===== config.mk =====
export PLATFORM = sky130hd
export DESIGN_NAME = chunked_add_ctrl
export DESIGN_NICKNAME = d
export VERILOG_FILES = /design/src/rtl/chunked_add_ctrl.sv
export SDC_FILE = /design/constraint.sdc
export NUM_CORES = 1
export LEC_CHECK = 0
export ABC_AREA = 1
export ABC_CLOCK_PERIOD_IN_PS = 1710
export CORE_UTILIZATION = 45
export CTS_BUF_LIST = sky130_fd_sc_hd__clkbuf_2
export DETAILED_ROUTE_END_ITERATION = 10
export PLACE_DENSITY = 0.84
export SLEW_MARGIN = 25
export SYNTH_ARGS = -nofsm -noshare
export SYNTH_HDL_FRONTEND = slang
export SYNTH_SLANG_ARGS = --single-unit

===== constraint.sdc =====
create_clock -name clk -period 1.71 [get_ports clk]
set_input_delay 0.513 -clock clk [delete_from_list [all_inputs] [get_ports clk]]
set_output_delay 0.513 -clock clk [all_outputs]
set_load 0.005 [all_outputs]

===== src/rtl/chunked_add_ctrl.sv =====
// Multi-cycle WIDTH-bit adder sequencer driving one external CHUNK-bit slice.
// Operands are latched, fed LSB chunk first, and the sum is returned via valid/ready.
module chunked_add_ctrl #(
    parameter int WIDTH = 32,
    parameter int CHUNK = 8
) (
    input  logic             clk,
    input  logic             rst_n,
    input  logic             in_valid,
    output logic             in_ready,
    input  logic [WIDTH-1:0] in_a,
    input  logic [WIDTH-1:0] in_b,
    input  logic             in_cin,
    output logic [CHUNK-1:0] slc_a,
    output logic [CHUNK-1:0] slc_b,
    output logic             slc_cin,
    input  logic [CHUNK-1:0] slc_sum,
    input  logic             slc_cout,
    output logic             out_valid,
    input  logic             out_ready,
    output logic [WIDTH-1:0] out_sum,
    output logic             out_cout,
    output logic             out_ovf,
    output logic             busy
);

    localparam int NCHUNK = WIDTH / CHUNK;
    localparam int IW = (NCHUNK > 1) ? $clog2(NCHUNK) : 1;
    localparam logic [IW-1:0] LAST = IW'(NCHUNK - 1);

    typedef enum logic [1:0] {
        IDLE = 2'd0,
        RUN  = 2'd1,
        DONE = 2'd2
    } state_t;

    state_t           state;
    state_t           nxt;
    logic [WIDTH-1:0] a_q;
    logic [WIDTH-1:0] b_q;
    logic [WIDTH-1:0] sum_q;
    logic             carry_q;
    logic             cout_q;
    logic             ovf_q;
    logic [IW-1:0]    idx;
    logic [CHUNK-1:0] a_ch;
    logic [CHUNK-1:0] b_ch;
    logic             run;
    logic             last;
    logic             accept;

    assign run    = (state == RUN);
    assign last   = run && (idx == LAST);
    assign accept = in_valid && in_ready;

    always_comb begin
        a_ch = '0;
        b_ch = '0;
        for (int i = 0; i < NCHUNK; i++) begin
            if (idx == IW'(i)) begin
                a_ch = a_q[i*CHUNK +: CHUNK];
                b_ch = b_q[i*CHUNK +: CHUNK];
            end
        end
    end

    // Slice inputs are forced quiet outside RUN so the shared slice never toggles idly
    assign slc_a   = run ? a_ch : '0;
    assign slc_b   = run ? b_ch : '0;
    assign slc_cin = run && carry_q;

    always_ff @(posedge clk or negedge rst_n) begin
        if (!rst_n) begin
            state <= IDLE;
        end else begin
            state <= nxt;
        end
    end

    always_comb begin
        nxt       = state;
        in_ready  = 1'b0;
        out_valid = 1'b0;
        busy      = 1'b0;
        unique case (state)
            IDLE: begin
                in_ready = 1'b1;
                if (in_valid) nxt = RUN;
            end
            RUN: begin
                busy = 1'b1;
                if (idx == LAST) nxt = DONE;
            end
            DONE: begin
                busy      = 1'b1;
                out_valid = 1'b1;
                if (out_ready) nxt = IDLE;
            end
            default: nxt = IDLE;
        endcase
    end

    always_ff @(posedge clk or negedge rst_n) begin
        if (!rst_n) begin
            a_q     <= '0;
            b_q     <= '0;
            sum_q   <= '0;
            carry_q <= 1'b0;
            cout_q  <= 1'b0;
            ovf_q   <= 1'b0;
            idx     <= '0;
        end else if (accept) begin
            a_q     <= in_a;
            b_q     <= in_b;
            carry_q <= in_cin;
            idx     <= '0;
            sum_q   <= '0;
        end else if (run) begin
            for (int i = 0; i < NCHUNK; i++) begin
                if (idx == IW'(i)) sum_q[i*CHUNK +: CHUNK] <= slc_sum;
            end
            carry_q <= slc_cout;
            if (last) begin
                cout_q <= slc_cout;
                // Top chunk's sum MSB is the final sign bit
                ovf_q  <= (a_q[WIDTH-1] == b_q[WIDTH-1]) &&
                          (slc_sum[CHUNK-1] != a_q[WIDTH-1]);
                idx    <= '0;
            end else begin
                idx <= idx + 1'b1;
            end
        end
    end

    assign out_sum  = sum_q;
    assign out_cout = cout_q;
    assign out_ovf  = ovf_q;

endmodule


==> results of run 1 <==
[critical path, stage by stage, from the launching register on]
cell             delay (ps)
dfrtp_1                 490
buf_6                   140
inv_8                    40
ha_4                    180
buf_6                   150
a21oi_2                 130
nand2_1                  70
nand2_1                  60
nand2_1                  50
clkdlybuf4s15_1         190
[kinds of logic (layout without fill, tap and decap cells)]
logic type | Yosys count | after routing | share of synthesized area [%]
compound gates | 54 | 54 | 6.658
fa+ha+maj | 9 | 9 | 2.378
buf+inv | 50 | 245 | 5.760
flops | 103 | 103 | 54.43
other cells | 0 | 1 | 0
simple gates | 375 | 376 | 30.78
[flip-flops by register name (all words and copies together) (netlist names)]
signal    flops
a_q          32
b_q          32
carry_q       1
idx           2
out_cout      1
out_ovf       1
out_sum      32
state         2
[cell type report]
cell class              count  area (um^2)  share of cell area (%)
repair buffers            205         1814                   25.91
well taps                 136        170.2                   2.430
inverters                  21        128.9                   1.840
multi-input cells         439         2160                   30.84
clock inverters             7        86.33                   1.233
diodes                      1        2.502                 0.03573
clock buffers               9        45.04                  0.6432
flip-flops and latches    103         2577                   36.81
repair inverters            3        18.77                  0.2680
[per-layer routing]
metal | global-route usage (%) | vias up | share of wire, %
li1 | - | 2212 | -
met1 | 32.25 | 2214 | 40
met2 | 45.13 | 245 | 50
met3 | 4.928 | 55 | 6.5
met4 | 12.27 | 0 | 3.7
met5 | 0 | - | 0
[report_power, final]
part,switching [mW],total (mW),internal [mW]
Sequential,0.762,4.26,3.50
Clock,0.934,1.19,0.259
Combinational,3.44,6.40,2.95
[cells in the final DEF, fill, tap and decap left out, types with 7 or more instances in the layout]
cell             synthesis  final
nand2_1                316    304
dfrtp_1                103    103
clkdlybuf4s50_1          0     76
buf_2                   15     48
buf_4                   11     45
nor2_1                  33     32
buf_6                    3     24
o21ai_1                 23     23
nand3_1                 20     14
a21oi_2                  0     13
o21ai_2                 12     12
inv_4                    1     10
nand2_2                  1     10
clkbuf_2                 0      9
buf_12                   0      8
ha_4                     0      7
[worst paths after layout]
check,start,endpoint,slack (ps),cells past startpoint
max,idx[0]$_DFFE_PN0P_,slc_b[6],-870,9
min,rst_n,out_ovf$_DFFE_PN0P_,340,2
max reg2reg,state[1]$_DFFE_PN0P_,a_q[5]$_DFFE_PN0P_,80,9
min reg2reg,out_sum[12]$_DFFE_PN0P_,out_sum[12]$_DFFE_PN0P_,530,2
max in group asynchronous,rst_n,out_sum[3]$_DFFE_PN0P_,840,3
min in group clk,in_b[16],b_q[16]$_DFFE_PN0P_,410,3
[repair_timing]
item,CTS,global route
endpoints found under the hold margin,21,0
buffers inserted,39,9
pin swaps,29,25
endpoints found under the setup margin,106,120
cloned,5,1
hold buffers,1,0
resized for setup,274,40
[stage by stage]
step | cell area, um^2 | setup slack [ps] | util, %
final | 7003 | -873.9 | 68.14
after global routing | 7000 | -989.8 | 68.12
after CTS | 6868 | -832.7 | 66.82
after detailed placement | 6334 | -534.7 | 61.63
after global placement | 6334 | -470.6 | 61.63
after floorplan | 4752 | 3.214 | -
==> flow_metrics.env, run 1 <==
export IMPL_arrival_ps=2070
export IMPL_fin_nets=869
export IMPL_worstPathRequired_ps=1200
export IMPL_fin_crit_ps=2584
export IMPL_crit_path_start_kind="flip-flop"
export IMPL_max_slew_margin_rel_pct=75.52
export IMPL_drtAntennaViolNets=0
export IMPL_final_setup_tns_ps=-14780
export IMPL_rsz0062_at_grt="true"
export IMPL_start_util_pct=46.08
export IMPL_core_um2=10280
export IMPL_synthCells=591
export IMPL_timing_max_cap_violations=0
export IMPL_synth_edf_count=0
export IMPL_vias_per_cell=5.115
export IMPL_path_class="reg2out"
export IMPL_report_power_total_mw=11.85
export IMPL_ys_async_sr_fraction_pct=100.0
export IMPL_grt_overflow=0
export IMPL_drt_iter0_drc=372
export IMPL_max_vdd_ir_drop_v=0.0008442
export IMPL_fmaxAchievable_mhz=387.0
export IMPL_num_io_pins=132
export IMPL_place_congestion=0.8378
export IMPL_dp_hpwl_um=8947
export IMPL_fillers=803
export IMPL_clockBufferDepth=2
export IMPL_yosys_area_top_type="dfrtp_1"
export IMPL_synth_most_common_cell="nand2_1"
export IMPL_syn_nets=678
export IMPL_rows=37
export IMPL_yosys_warnings=0
export IMPL_track_usage_pct=26.37
export IMPL_fp_dieH_um=104.6
export IMPL_ys_types=19
export IMPL_endpoint_kind="output port"
export IMPL_synth_top_area_share_pct=54.43
export IMPL_drive_above_1_share_pct=27.57
export IMPL_cts_root_buf="clkbuf_2"
export IMPL_synth_area_um2=4736
export IMPL_grt_start_max_net_pins=36
export IMPL_cts_clk_slew_worst_paths_ps=330
export IMPL_final_min_period_over_clock_period_pct=151.1
export IMPL_dp_cells=858
export IMPL_via_count=4726
export IMPL_fin_hold_ws_ps=338.2
export IMPL_power_leakage_nw=3.674
export IMPL_hold_violations=0
export IMPL_status="finished, violations left"
export IMPL_ys_top_cells_by_area="dfrtp_1 54%, nand2_1 25%, nor2_1 2.6%, o21ai_1 2.4%, ha_1 2.4%"
export IMPL_first_pass_iters=8
export IMPL_die_w_um=104.6
export IMPL_routedWlPerCell_um=15.48
export IMPL_ys_ff_latch=103
export IMPL_clock_sinks=103
export IMPL_setup_ws_ps=-873.9
export IMPL_ys_flop_type="dfrtp_1"
export IMPL_skew_ps=38.08
export IMPL_first_global_vias=4777
export IMPL_hold_path_class="in2async"
export IMPL_areaGrowthSynthToFinish_pct=47.87
export IMPL_cts_buffers=9
export IMPL_drt_wl_total_um=14310
export IMPL_power_per_cell_area_nw_per_um2=1692
export IMPL_slew_viol_final=0
export IMPL_insertion_delay_ps=580
export IMPL_grt_pass1_wl_um=23000
export IMPL_drt_drc_violations_left=4
export IMPL_stdcell_count=924
export IMPL_cts_tree="yes"
export IMPL_dieArea_um2=10940
export IMPL_yosys_top_cells_count="316 x nand2_1, 103 x dfrtp_1, 33 x nor2_1"
export IMPL_antenna_found_initial=0
export IMPL_cp_max_fo=7
export IMPL_synth_avg_cell_area_um2=8.013
export IMPL_violations="design-rule violations, negative setup slack"
export IMPL_worst_pin_slew_ps=367.3
export IMPL_htreeDepth=3
export IMPL_yosysSeqAreaShare_pct=54.43
export IMPL_portBuffers=131
export IMPL_setup_viol=20
Power figures use the tool's default switching activity.
==> run 2: changes to the inputs <==
--- a/config.mk
+++ b/config.mk
@@ -7,6 +7,7 @@
 export LEC_CHECK = 0
 export ABC_AREA = 1
 export ABC_CLOCK_PERIOD_IN_PS = 1710
+export CORE_MARGIN = 1
 export CORE_UTILIZATION = 45
 export CTS_BUF_LIST = sky130_fd_sc_hd__clkbuf_2
 export DETAILED_ROUTE_END_ITERATION = 10
==> results of run 2 <==
Final layout, timing and power as in run 1 (identical DEF).
==> run 3: changes to the inputs <==
--- a/config.mk
+++ b/config.mk
@@ -12,7 +12,7 @@
 export CTS_BUF_LIST = sky130_fd_sc_hd__clkbuf_2
 export DETAILED_ROUTE_END_ITERATION = 10
 export PLACE_DENSITY = 0.84
-export SLEW_MARGIN = 25
+export SLEW_MARGIN = 40
 export SYNTH_ARGS = -nofsm -noshare
 export SYNTH_HDL_FRONTEND = slang
 export SYNTH_SLANG_ARGS = --single-unit
==> constraint.sdc (replaced) <==
create_clock -name clk -period 1.71 [get_ports clk]
set_input_delay 0.513 -clock clk [delete_from_list [all_inputs] [get_ports clk]]
set_output_delay 0.513 -clock clk [all_outputs]
set_load 0.02 [all_outputs]
==> run 3 against run 2 <==
Effect of this change: the run ends with negative setup slack left; setup slack got worse by 83 ps; design area is 4.9% higher; sequential share of layout area fell by 1.7 points; sequential power barely moved; largest cell class unchanged; highest routed layer unchanged.
==> flow_metrics.env, run 3 (synthesis gave the netlist of run 1 again) <==
export IMPL_status="finished, violations left"
export IMPL_violations="negative setup slack"
export IMPL_timing_max_cap_violations=0
export IMPL_clockBufferDepth=2
export IMPL_rsz0062_at_grt="true"
export IMPL_power_leakage_nw=3.779
export IMPL_crit_chain="buf_6, ha_4, bufbuf_16, a21oi_2, nand2_1, nand2_1, nand2_2, buf_6"
export IMPL_fin_nets=881
export IMPL_skew_ps=38.02
export IMPL_core_um2=10280
export IMPL_fin_crit_ps=2667
export IMPL_fin_hold_ws_ps=363.7
export IMPL_antenna_found_initial=0
export IMPL_cp_max_fo=7
export IMPL_cts_tree="yes"
export IMPL_rows=37
export IMPL_path_class="reg2out"
export IMPL_hold_path_class="in2reg"
export IMPL_p_sw_share_pct=43.53
export IMPL_drt_wl_total_um=14080
export IMPL_routedWlPerCell_um=15.06
export IMPL_power_per_cell_area_nw_per_um2=1785
export IMPL_grt_start_max_net_pins=104
export IMPL_die_w_um=104.6
export IMPL_final_min_period_over_clock_period_pct=156.0
export IMPL_first_pass_iters=8
export IMPL_worst_path_buf_inv=3
export IMPL_setup_ws_ps=-957.0
export IMPL_hold_violations=0
export IMPL_dieArea_um2=10940
export IMPL_num_io_pins=132
export IMPL_areaGrowthSynthToFinish_pct=55.09
export IMPL_clock_sinks=103
export IMPL_internal_power_mw=7.404
export IMPL_vias_per_cell=5.097
export IMPL_combPwrFrac_pct=58.7
export IMPL_max_vdd_ir_drop_v=0.0009681
export IMPL_cpMaxStageDelayCell="dfrtp_1"
export IMPL_setup_viol=48
export IMPL_worst_pin_slew_ps=571.2
export IMPL_fmaxAchievable_mhz=375.0
export IMPL_drt_iter0_drc=438
export IMPL_report_power_total_mw=13.11
export IMPL_cts_buffers=9
export IMPL_power_share_clock_pct=8.8
export IMPL_final_setup_tns_ps=-16010
export IMPL_drt_drc_violations_left=0
export IMPL_max_slew_margin_rel_pct=61.92
export IMPL_worstPathRequired_ps=1200
export IMPL_grt_pass1_wl_um=21960
export IMPL_endpoint_kind="output port"
export IMPL_place_congestion=0.8282
export IMPL_antennaDiodeCount=0
export IMPL_fp_dieH_um=104.6
export IMPL_first_global_vias=4593
export IMPL_final_cell_mix="295 x nand2_1, 103 x dfrtp_1, 76 x clkdlybuf4s50_1"
export IMPL_via_count=4766
export IMPL_cts_root_buf="clkbuf_2"
export IMPL_drive_above_1_share_pct=28.91
export IMPL_insertion_delay_ps=620
export IMPL_drtAntennaViolNets=0
export IMPL_arrival_ps=2150
export IMPL_dp_hpwl_um=8947
export IMPL_dp_cells=879
export IMPL_final_common_cell="nand2_1"
export IMPL_p_sw_mw=5.707
export IMPL_htreeDepth=3
export IMPL_crit_path_start_kind="flip-flop"
export IMPL_cts_clk_slew_worst_paths_ps=330
export IMPL_track_usage_pct=25.26
export IMPL_cp_top_family="buffers and inverters"
export IMPL_p_seq_share_pct=32.5
export IMPL_grt_overflow=0
export IMPL_slowest_delay_ps=480
export IMPL_portBuffers=131
export IMPL_slew_viol_final=0
export IMPL_stdcell_count=935
export IMPL_start_util_pct=46.08
[run 3: cell types whose count changed in the layout (fill, tap and decap cells not counted), sizes merged]
cell	change
diode	-1
clkinvlp	+1
clkbuf	+2
buf	+12
bufbuf	+1
inv	-5
clkinv	+3
clkdlybuf4s15	-2
[run 3: worst reg2reg max path, stage by stage (launching register included)]
cell     delay, ps
dfrtp_1        470
buf_6          130
inv_6           40
ha_4           150
buf_4          120
buf_4          150
nand2_8        140
buf_12         180
nand2_1        100
o21ai_1        160
[run 3: metal layers]
layer / GRT usage, % / part of all wire, % / vias to the layer above / wire, um
met1: 31.65 / 40 / 2286 / 5658
met3: 4.554 / 5.7 / 35 / 807
met5: 0 / 0 / - / 0
met4: 8.048 / 2.8 / 0 / 395
li1: - / - / 2236 / -
met2: 44.23 / 51 / 209 / 7223
[run 3: worst paths after layout]
kind	from	end	slack (ps)	cells past startpoint
worst max-delay path	idx[1]$_DFFE_PN0P_	slc_b[0]	-960	8
worst min-delay path	in_b[30]	b_q[30]$_DFFE_PN0P_	360	3
worst max register to register	state[0]$_DFFE_PN0P_	idx[1]$_DFFE_PN0P_	30	9
worst min register to register	a_q[20]$_DFFE_PN0P_	a_q[20]$_DFFE_PN0P_	520	2
max in group asynchronous	rst_n	out_sum[15]$_DFFE_PN0P_	830	3
min in group asynchronous	rst_n	out_sum[23]$_DFFE_PN0P_	430	3
[run 3: power by group through the flow]
stage          logic [mW]  registers (mW)  clock network [mW]
2_1_floorplan        3.38            4.40                   0
3_3_place_gp         6.08            4.13                   0
3_5_place_dp         6.25            4.19                   0
4_1_cts              7.12            4.22                1.18
5_1_grt              8.32            4.37                1.28
6_report             7.69            4.26                1.16
[run 3: area by class of cell]
cell class                      instances  area [um^2]
Sequential cell                       103         2577
Clock buffer                            9        45.04
Fill cell                             717         2933
Timing Repair Buffer                  218         2206
Clock inverter                          7        75.07
Inverter                               21        131.4
Tap cell                              136        170.2
Timing Repair inverter                  2        15.01
Multi-Input combinational cell        439         2125
[run 3: metrics by stage]
| step | instance area (um^2) | util, % | setup slack (ps) |
|---|---|---|---|
| final | 7345 | 71.46 | -957.0 |
| after global routing | 7345 | 71.46 | -1025 |
| after CTS | 7084 | 68.93 | -886.3 |
| after detailed placement | 6511 | 63.36 | -680.1 |
| after global placement | 6511 | 63.36 | -655.7 |
| after floorplan | 4826 | - | -9.602 |
[run 3: repair_timing]
action                                  CTS  global route
hold buffers                              1             0
resized for setup                       358            38
pin swaps                                11            15
cloned                                    3             3
buffers inserted                         22            13
endpoints found under the setup margin  134           117
hold endpoints to repair                103             0
==> variant: new RTL, settings of run 2 <==
The parameter `CHUNK` goes from 8 to 16.
--- a/src/rtl/chunked_add_ctrl.sv
+++ b/src/rtl/chunked_add_ctrl.sv
@@ -2,7 +2,7 @@
 // Operands are latched, fed LSB chunk first, and the sum is returned via valid/ready.
 module chunked_add_ctrl #(
     parameter int WIDTH = 32,
-    parameter int CHUNK = 8
+    parameter int CHUNK = 16
 ) (
     input  logic             clk,
     input  logic             rst_n,
Ports: changed (resized slc_a, slc_b and slc_sum); port bits go from 132 to 156. The function was not compared with the original's and may differ.
==> variant against run 2 <==
The flow finishes with violations (setup timing); area after synthesis shrank 2.8%; synthesized cell count up 0.51%; cell count rose by 0.22%; setup slack improved by 0.19 ns; fmax is 7.8% higher; total power shrank 3.8%; sequential cell count is 1 lower; count of clock-buffer cells in the layout unchanged; die area decreased by 2.7%; wire length fell by 5.3%; first-iteration DRC count down 54%; sequential share of layout area grew 0.69 points; cell area decreased by 2.8%; largest cell class unchanged; largest power group unchanged.
==> variant: results (changes against run 2) <==
[synth]
synth_nets=685  ; +1.0%
syn_avg_cell_area_sq_um=7.75  ; -3.3%
most_frequent_cells_after_synthesis=sky130_fd_sc_hd__nand2_1 (345), sky130_fd_sc_hd__dfrtp_1 (102), sky130_fd_sc_hd__nand3_1 (51), sky130_fd_sc_hd__inv_1 (26), sky130_fd_sc_hd__nor2_1 (18)
post_synth_main_area_contributors=sky130_fd_sc_hd__dfrtp_1 (55%), sky130_fd_sc_hd__nand2_1 (28%), sky130_fd_sc_hd__nand3_1 (5.5%)
ys_seq_area_frac=0.554  ; +0.0101
synthDistinctLibCells=18  ; -1
syn-instance-count=594  ; +0.51%

[sta]
final.setup_skew_ns=0.0440  ; +0.00587 ns
setup-tns-final_ns=-22.70  ; -7.91 ns
worst_hold_slack_ns=0.377  ; +0.0387 ns
final_critical_path_setup_slack_ns=-0.687  ; +0.187 ns
setup_viol_count_final=36  ; +80%
max-slew-margin-rel=0.750  ; -0.00509

[worst_setup_path]
reg2reg_depth=10  ; +1
maximum_net_fanout_on_the_critical_path=8  ; +1
r2r_slack_ns=0.06  ; -0.02 ns
cp_slowest_stage_delay_ns=0.46  ; -0.03 ns
crit_path_start=state[1]
worst_r2r_endpoint=out_sum[23]
endpoint=slc_a[5]
cp.arrival_ns=1.88  ; -0.19 ns
r2r_start=state[0]

[clock_network]
cts_repair_resize_count=308  ; +12%
post-cts-setup-buffers=24  ; -38%
clk_pin_slew_worst_paths_ns=0.28  ; -0.05 ns

[routing]
routed_wirelength_mm=13.5  ; -5.3%
routed-via-count=4566  ; -3.4%
detail_route.first_pass.iterations=4  ; -4
met2_wl_mm=6.58  ; -8.2%
dr_wl_met3_microns=982  ; +6.0%
m1WireLength_mm=5.69  ; +0.14%
drt-initial-drc-count=172  ; -54%

[grt]
globalRouteMet1Util=0.330  ; +0.00746
met2_track_demand_over_resource_in_global_routing=0.429  ; -0.0220
global_route.usage.total=0.254  ; -0.0100
first_pass_grt_wire_length_mm=20.6  ; -10%
grt_pass1_vias=4391  ; -8.1%
grt_max_degree=44  ; +22%
grt_use_met3=0.0420  ; -0.00725

[cells_and_area]
layout.cells.non_filler=926  ; +0.22%
n_fill_cell=752  ; -6.4%
postLayoutCoreUtil=0.690  ; +0.00873
post_route_cells_drive_above_1_share=0.231  ; -0.0450
nNetsFinal=879  ; +1.2%
diodes=0  ; -1

[run_status]
status=finished with violations
violations=setup timing

[placed_design]
port_buffers=155  ; +18%
gp_congestion=0.815  ; -2.7%
preCtsSetupSlack_ns=-0.555  ; -0.0207 ns
dpl_cell_area_sq_um=6450  ; +1.8%
half_perimeter_wire_length_after_detailed_placement_mm=8.80  ; -1.6%

[power_and_ir_drop]
p_seq_mw=4.21  ; -1%
powerDensity_nw_per_um2=1670  ; -1.1%
share_comb_of_total_power=0.514  ; -0.026
internal_power_mw=6.80  ; +1.4%
worst_case_vdd_ir_drop_mv=0.787  ; -6.8%
leakagePower_nw=3.79  ; +3.1%

-- variant: changes by cell type after synthesis, sizes merged --
| cell | change |
|---|---|
| nand2 | +30 |
| nand3 | +31 |
| buf | -3 |
| nor2 | -15 |
| clkinv | -1 |
| nand4 | -1 |
| ha | -4 |
| clkbuf | +5 |
| dfrtp | -1 |
| a21oi | -15 |
| o21ai | -33 |
| a31oi | +1 |
| inv | +9 |
-- variant: cell families (layout without fill, tap and decap cells) --
kind of cell             after synthesis  count (layout)  share of synthesized area
AND/OR/NAND/NOR                      420             420                      0.360
flip-flops                           102             102                      0.554
buffers and inverters                 60             259                     0.0647
AO/OA/AOI/OAI                          7               7                    0.00788
adder cells (fa/ha/maj)                5               5                     0.0136
-- variant: layout make-up --
| class | instances | share of cell area |
|---|---|---|
| sequential | 102 | 0.375 |
| clock inverter | 7 | 0.0138 |
| clock buffer | 9 | 0.00662 |
| inverter | 29 | 0.0175 |
| timing repair buffer | 214 | 0.284 |
| multi-input combinational | 432 | 0.279 |
| tap | 133 | 0.0244 |
